[src/rtl/pulse_meter_pkg.sv]
// pulse_meter_pkg: shared FSM states, default widths and measurement record type
package pulse_meter_pkg;
  localparam int CNT_W_DEF = 16;
  localparam int DROP_W_DEF = 8;
  typedef enum logic [1:0] {IDLE, MEAS, HOLD} state_t;
  typedef struct packed {
    logic [CNT_W_DEF-1:0] width;
    logic level;
    logic sat;
  } rec_t;
endpackage

[src/rtl/pulse_width_meter_if.sv]
// pulse_width_meter_if: measurement record handshake plus drop reporting
interface pulse_width_meter_if
  import pulse_meter_pkg::*;
#(
  parameter int CNT_W = CNT_W_DEF,
  parameter int DROP_W = DROP_W_DEF
);
  logic meas_valid;
  logic meas_ready;
  logic [CNT_W-1:0] meas_width;
  logic meas_level;
  logic meas_sat;
  logic overrun;
  logic [DROP_W-1:0] drop_cnt;
  modport master(output meas_valid, meas_width, meas_level, meas_sat, overrun, drop_cnt, input meas_ready);
  modport slave(input meas_valid, meas_width, meas_level, meas_sat, overrun, drop_cnt, output meas_ready);
endinterface

[src/rtl/pulse_meter_outreg.sv]
// pulse_meter_outreg: one-entry valid/ready record register that drops new records while blocked
module pulse_meter_outreg
  import pulse_meter_pkg::*;
#(
  parameter int CNT_W = CNT_W_DEF,
  parameter int DROP_W = DROP_W_DEF
) (
  input  logic clock,
  input  logic reset,
  input  logic in_vld,
  input  logic [CNT_W-1:0] in_width,
  input  logic in_level,
  input  logic in_sat,
  input  logic ready,
  output logic valid,
  output logic [CNT_W-1:0] width,
  output logic level,
  output logic sat,
  output logic overrun,
  output logic [DROP_W-1:0] drop_cnt
);
  logic load;
  assign load = in_vld && (!valid || ready);
  // load when empty or popping, otherwise keep the held record and count the drop
  always_ff @(posedge clock) begin
    if (reset) begin
      valid <= 1'b0;
      width <= '0;
      level <= 1'b0;
      sat <= 1'b0;
      overrun <= 1'b0;
      drop_cnt <= '0;
    end else begin
      overrun <= in_vld && !load;
      if (load) begin
        valid <= 1'b1;
        width <= in_width;
        level <= in_level;
        sat <= in_sat;
      end else if (in_vld) begin
        drop_cnt <= &drop_cnt ? drop_cnt : drop_cnt + DROP_W'(1);
      end else if (ready) begin
        valid <= 1'b0;
      end
    end
  end
endmodule

[src/rtl/pulse_width_meter.sv]
// pulse_width_meter: measures each completed level of sig_in in cycles (option: PULSE_METER_TIMEOUT_EN)
module pulse_width_meter
  import pulse_meter_pkg::*;
#(
  parameter int CNT_W = CNT_W_DEF,
  parameter int DROP_W = DROP_W_DEF
) (
  input logic clock,
  input logic reset,
  input logic sig_in,
  pulse_width_meter_if.master m
);
  localparam logic [CNT_W-1:0] MAX = '1;
  localparam logic [CNT_W-1:0] ONE = CNT_W'(1);
  state_t state, state_n;
  logic sig_q, chg, rec_vld, rec_sat;
  logic [CNT_W-1:0] cnt, cnt_n, rec_width;
  assign chg = sig_in != sig_q;
  // state, delayed input and level counter; reset samples sig_in so no edge follows reset
  always_ff @(posedge clock) begin
    if (reset) begin
      state <= IDLE;
      sig_q <= sig_in;
      cnt <= '0;
    end else begin
      state <= state_n;
      sig_q <= sig_in;
      cnt <= cnt_n;
    end
  end
  // next state, counter update and record emission
  always_comb begin
    state_n = state;
    cnt_n = cnt;
    rec_vld = 1'b0;
    rec_width = cnt;
    rec_sat = cnt == MAX;
    if (state != MEAS) begin
      if (chg) begin
        state_n = MEAS;
        cnt_n = ONE;
      end
    end else if (chg) begin
      rec_vld = 1'b1;
      cnt_n = ONE;
`ifdef PULSE_METER_TIMEOUT_EN
    end else if (cnt == MAX - ONE) begin
      rec_vld = 1'b1;
      rec_width = MAX;
      rec_sat = 1'b1;
      cnt_n = MAX;
      state_n = HOLD;
    end else begin
      cnt_n = cnt + ONE;
`else
    end else begin
      cnt_n = rec_sat ? cnt : cnt + ONE;
`endif
    end
  end
  pulse_meter_outreg #(.CNT_W(CNT_W), .DROP_W(DROP_W)) u_outreg (
    .clock(clock),
    .reset(reset),
    .in_vld(rec_vld),
    .in_width(rec_width),
    .in_level(sig_q),
    .in_sat(rec_sat),
    .ready(m.meas_ready),
    .valid(m.meas_valid),
    .width(m.meas_width),
    .level(m.meas_level),
    .sat(m.meas_sat),
    .overrun(m.overrun),
    .drop_cnt(m.drop_cnt)
  );
endmodule

[src/flat_wrapper.sv]
// flat-port wrapper written by rule: the top's interface ports become plain ports
module pulse_width_meter_flat import pulse_meter_pkg::*;
#(
  parameter int CNT_W = CNT_W_DEF,
  parameter int DROP_W = DROP_W_DEF
)
  (clock, reset, sig_in, m_meas_valid, m_meas_width, m_meas_level, m_meas_sat, m_overrun, m_drop_cnt, m_meas_ready);
  pulse_width_meter_if #(.CNT_W(CNT_W), .DROP_W(DROP_W)) m_i ();
  input logic clock;
  input logic reset;
  input logic sig_in;
  output wire logic [$bits(m_i.meas_valid)-1:0] m_meas_valid;
  output wire logic [$bits(m_i.meas_width)-1:0] m_meas_width;
  output wire logic [$bits(m_i.meas_level)-1:0] m_meas_level;
  output wire logic [$bits(m_i.meas_sat)-1:0] m_meas_sat;
  output wire logic [$bits(m_i.overrun)-1:0] m_overrun;
  output wire logic [$bits(m_i.drop_cnt)-1:0] m_drop_cnt;
  input wire logic [$bits(m_i.meas_ready)-1:0] m_meas_ready;
  assign m_meas_valid = m_i.meas_valid;
  assign m_meas_width = m_i.meas_width;
  assign m_meas_level = m_i.meas_level;
  assign m_meas_sat = m_i.meas_sat;
  assign m_overrun = m_i.overrun;
  assign m_drop_cnt = m_i.drop_cnt;
  assign m_i.meas_ready = m_meas_ready;
  pulse_width_meter #(.CNT_W(CNT_W), .DROP_W(DROP_W)) u_core (.clock(clock), .reset(reset), .sig_in(sig_in), .m(m_i));
endmodule
[config.mk]
export PLATFORM = sky130hd
export DESIGN_NAME = pulse_width_meter_flat
export DESIGN_NICKNAME = d
export VERILOG_FILES = /design/src/rtl/pulse_meter_pkg.sv /design/src/rtl/pulse_width_meter_if.sv /design/src/rtl/pulse_meter_outreg.sv /design/src/rtl/pulse_width_meter.sv /design/src/flat_wrapper.sv
export SDC_FILE = /design/constraint.sdc
export NUM_CORES = 1
export LEC_CHECK = 0
export CORE_ASPECT_RATIO = 0.8
export CORE_MARGIN = 2
export CORE_UTILIZATION = 39
export CTS_CLUSTER_SIZE = 25
export DETAILED_ROUTE_END_ITERATION = 10
export RECOVER_POWER = 25
export SLEW_MARGIN = 15
export SYNTH_ARGS = -nofsm -noshare
export SYNTH_HDL_FRONTEND = slang
export SYNTH_SLANG_ARGS = --single-unit
[constraint.sdc]
create_clock -name clock -period 2.05 [get_ports clock]
set_clock_uncertainty 0.1 [all_clocks]
set_input_delay 0.615 -clock clock [delete_from_list [all_inputs] [get_ports clock]]
set_output_delay 0.615 -clock clock [all_outputs]
set_load 0.01 [all_outputs]
==> impl_summary.txt <==
----------------------------------------------------
[Run status]
  Run status ... completed

[Detailed routing]
  Routed length per instance ... 13.4 µm
  Remaining routing DRC violations ... 0
  Pre-Repair DR Iteration Count ... 4
  Routed vias/inst ... ~5.4
  Vias ... 1787
  Iter 0 DRT Violations ... 81
  Drt total wl ... 4.41 mm
  Remaining antenna violation count after routing ... 0

[Global routing]
  Total congestion overflow after global routing ... 0
  Vias in the first global route ... around 1.4k
  Wire length of the first global-routing pass ... 6.94 mm
  Global-route total usage across every layer ... 15.9%
  Largest net degree at the start of global routing ... 18
  Antenna violations before repair ... 0

[Clock tree]
  Number of H-tree levels ... 2
  Buffer depth of the longest clock path ... 2
  Clock tree from TritonCTS ... yes
  Clock-pin slew on the worst setup and hold paths ... 0.08 ns
  Clk sink count ... 46
  Clock latency on the worst-skew pair ... 0.30 ns
  Clock tree root driver cell ... clkbuf_8
  Postcts setup bufs ... 0
  CTS buffer count ... 5

[Placement]
  Final GP Congestion ... 0.839
  Detailed-placement wirelength estimate ... between 3 and 4 mm
  Cell area after placement ... 2470 µm²
  Number of input and output port buffers inserted ... 31
  Worst-case setup slack after placement ... -0.231 ns

[Finish]
  Layout area overhead ... 30.4%
  Fill cell count ... 470
  Total non-filler cell area in the finished layout ... around 2600 µm²
  Number of nets in the layout ... 271
  Sequential standard cell area ... approximately 930 µm²
  Multi-input combinational cell area ... roughly 1000 µm²
  Final standard cell utilization of the core ... 52.1%
  Fraction of final layout cells sized beyond drive strength 1 ... 13.2%
  Antenna diode instance count ... 0

[Yosys]
  Synth Flop Type ... dfxtp_1
  Synthesized Nets ... 221
  Combinational family with the most area after synthesis ... simple AND/OR/NAND/NOR gates
  Most area-consuming cells after synthesis ... dfxtp_1 47%, mux2i_1 10%, nor2_1 5.3%
  Synthesized-area fraction occupied by xor and xnor cells ... under 10%
  Number of enable-type register cells in the synthesized netlist ... 0
  Share of the synthesized area in compound gates (AO/OA/AOI/OAI) ... 12.7%
  Post-Synth Adder-Cell Area ... 1.27%
  Number of synthesized register bits ... 46
  Area share of the largest cell type after synthesis ... 46.8%
  Share of flip-flops with an asynchronous set or reset ... 0%
  Mapped Cells ... 215
  Count of distinct cell types in the synthesized netlist ... 36
  Yosys top cell by area ... dfxtp_1
  Sequential-to-total area share from yosys stat ... 46.8%
  Most frequent cells after synthesis ... 46 x dfxtp_1, 28 x nor2_1, 20 x mux2i_1
  Count of yosys warnings during synthesis ... 0
  Synthesized area per cell ... between 9 and 10 µm²
  Post-synthesis instance area ... 1970 µm²
  Mux share of post-synthesis cell area ... 10.2%
  Library cell with the highest instance count after synthesis ... dfxtp_1
  Basic-gate share of the synthesized area counting and, or, nand and nor cells ... 24.4%

[Setup path]
  Total number of cells along the worst setup path ... 1
  Kind of cell with the highest combined delay on the critical path ... buffers and inverters
  Kind of start point of the critical path ... flop
  Critical path capture point type ... output port
  Buffers and inverters on the worst path ... 1
  Crit-path slowest cell ... clkdlybuf4s50_1
  Logic depth of the worst register-to-register path ... 4
  Data required time of the critical path ... 1.33 ns
  Type of the worst setup path ... flop to output port
  Arrival time worst endpoint ... 1.31 ns
  Series of cell instances along the critical path ... clkdlybuf4s50_1
  Longest individual stage delay on the worst path ... 0.58 ns
  Crit path max fanout ... 5

[Timing]
  Number of hold violations in the final report ... 0
  Crit path setup slack, layout ... 0.0254 ns
  Slew Limit Fails ... 0
  Final clock period utilization by the worst path ... 98.8%
  Relative max-transition margin ... 67.3%
  Unrepaired setup endpoints after global routing ... yes
  Post-Route Setup TNS ... 0 ns
  Worst slew pin tran ... about 0.48 ns
  Max Fclk ... 494 MHz
  Shortest period the worst path allows ... 2.02 ns
  Number of failing setup endpoints in the final timing report ... 0

[Pwr]
  Power per unit of standard cell area ... 627 nW/µm²
  Static leakage power ... 0.980 nW
  Pwr Total ... 0.00161 W
  IR drop worst, VDD ... 0.396 mV

[Floorplan]
  Core footprint ... 4920 µm²
  Initial Util ... between 30% and 40%
  Die height ... 67.5 µm
  Count of pins on the block boundary ... 32
  DIE WIDTH ... around 83 µm
  Total Die Area ... 5630 µm²
  Site Rows ... 23

[Hold path]
  Hold/Removal Path Class ... flop to flop
  Worst Hold Depth ... 2

[Job]
  Max-capacitance violation count ... 0

----------------------------------------------------
-- metal layers --
layer,vias to the layer above,wire (µm),global-route usage [%]
met3,6,216,3.91
li1,902,-,-
met1,835,2310,22.2
met5,-,0,0
met2,44,1820,23.3
met4,0,69,7.38
-- where the power goes --
part | leakage (nW) | switching, W | internal [W]
Clock | 0.0482 | 0.000304 | 0.000273
Sequential | 0.375 | 0.00000904 | 0.000903
Combinational | 0.557 | 0.0000646 | 0.0000544
Total | 0.980 | 0.000378 | 0.00123
-- layout by cell type (no fill, tap or decap), types with 2 or more instances in the layout --
cell / Yosys / layout
and4_1: 3 / 3
buf_4: 0 / 18
inv_1: 2 / 2
dlygate4sd3_1: 0 / 3
a211oi_1: 2 / 2
clkdlybuf4s50_1: 0 / 28
or3_1: 9 / 9
a31oi_1: 3 / 3
dfxtp_2: 0 / 6
nor3_1: 5 / 5
nand2_1: 8 / 8
and3_1: 2 / 2
or4_1: 4 / 4
nor2_1: 28 / 28
nor4_1: 2 / 2
clkbuf_8: 0 / 6
clkbuf_1: 5 / 2
nand4_1: 7 / 7
o31ai_1: 3 / 3
mux2i_1: 20 / 20
dfxtp_1: 46 / 40
nand2b_1: 2 / 2
nand3_1: 12 / 12
o211ai_1: 2 / 2
xnor2_1: 3 / 3
o21ai_0: 12 / 12
nand3b_1: 3 / 3
xor2_1: 2 / 2
clkbuf_2: 0 / 2
ha_1: 2 / 2
a21oi_1: 14 / 14
-- per-stage QoR --
stage                     cells  hold WS (ns)
final                       328         0.391
after global routing        328         0.431
after CTS                   328         0.406
after detailed placement    320         0.385
after global placement      320         0.374
after floorplan             215         0.372
-- sequential cells by signal, summed over array words and instances, names as in the netlist --
signal / cells
u_core.cnt: 16
u_core.u_outreg.width: 16
u_core.u_outreg.drop_cnt: 8
u_core.sig_q: 1
u_core.state: 1
u_core.u_outreg.level: 1
u_core.u_outreg.overrun: 1
u_core.u_outreg.sat: 1
u_core.u_outreg.valid: 1
-- final timing paths --
| check | end | startpoint | slack (ns) |
|---|---|---|---|
| min | u_core.u_outreg.width[10] | u_core.u_outreg.width[10] | 0.39 |
| min reg2reg | u_core.u_outreg.width[10] | u_core.u_outreg.width[10] | 0.39 |
| max reg2reg | u_core.cnt[15] | u_core.cnt[3] | 0.15 |
| max | m_drop_cnt[4] | u_core.u_outreg.drop_cnt[4] | 0.03 |
-- logic make-up (layout without fill, tap and decap cells) --
family                     Yosys count  in the layout
muxes                               20             20
DFF                                 46             46
xor gates and xnor gates             5              5
adders and majority gates            2              2
and+or+nand+nor                     90             90
AOI/OAI and AO/OA                   41             41
buffers and inverters               11             62
-- cell type report --
cell class / count / area share [%]
sequential: 46 / 36.2
multi-input combinational: 158 / 39.0
clock inverter: 1 / 0.195
timing repair buffer: 52 / 17.9
clock buffer: 7 / 3.37
inverter: 2 / 0.293
tap: 62 / 3.03
-- tightest hold or removal path: stages (launching register included) --
cell and delay, ns:
dfxtp_1 0.33, mux2i_1 0.06, nor2_1 0.07
-- timing repair --
| item | in CTS | in global routing |
|---|---|---|
| gates resized for setup | 1 | 5 |
| hold endpoints to repair | 0 | 0 |
| endpoints found under the setup margin | 1 | 6 |
| hold buffers | 0 | 0 |
Note: power is estimated with default switching activity, not from simulation.
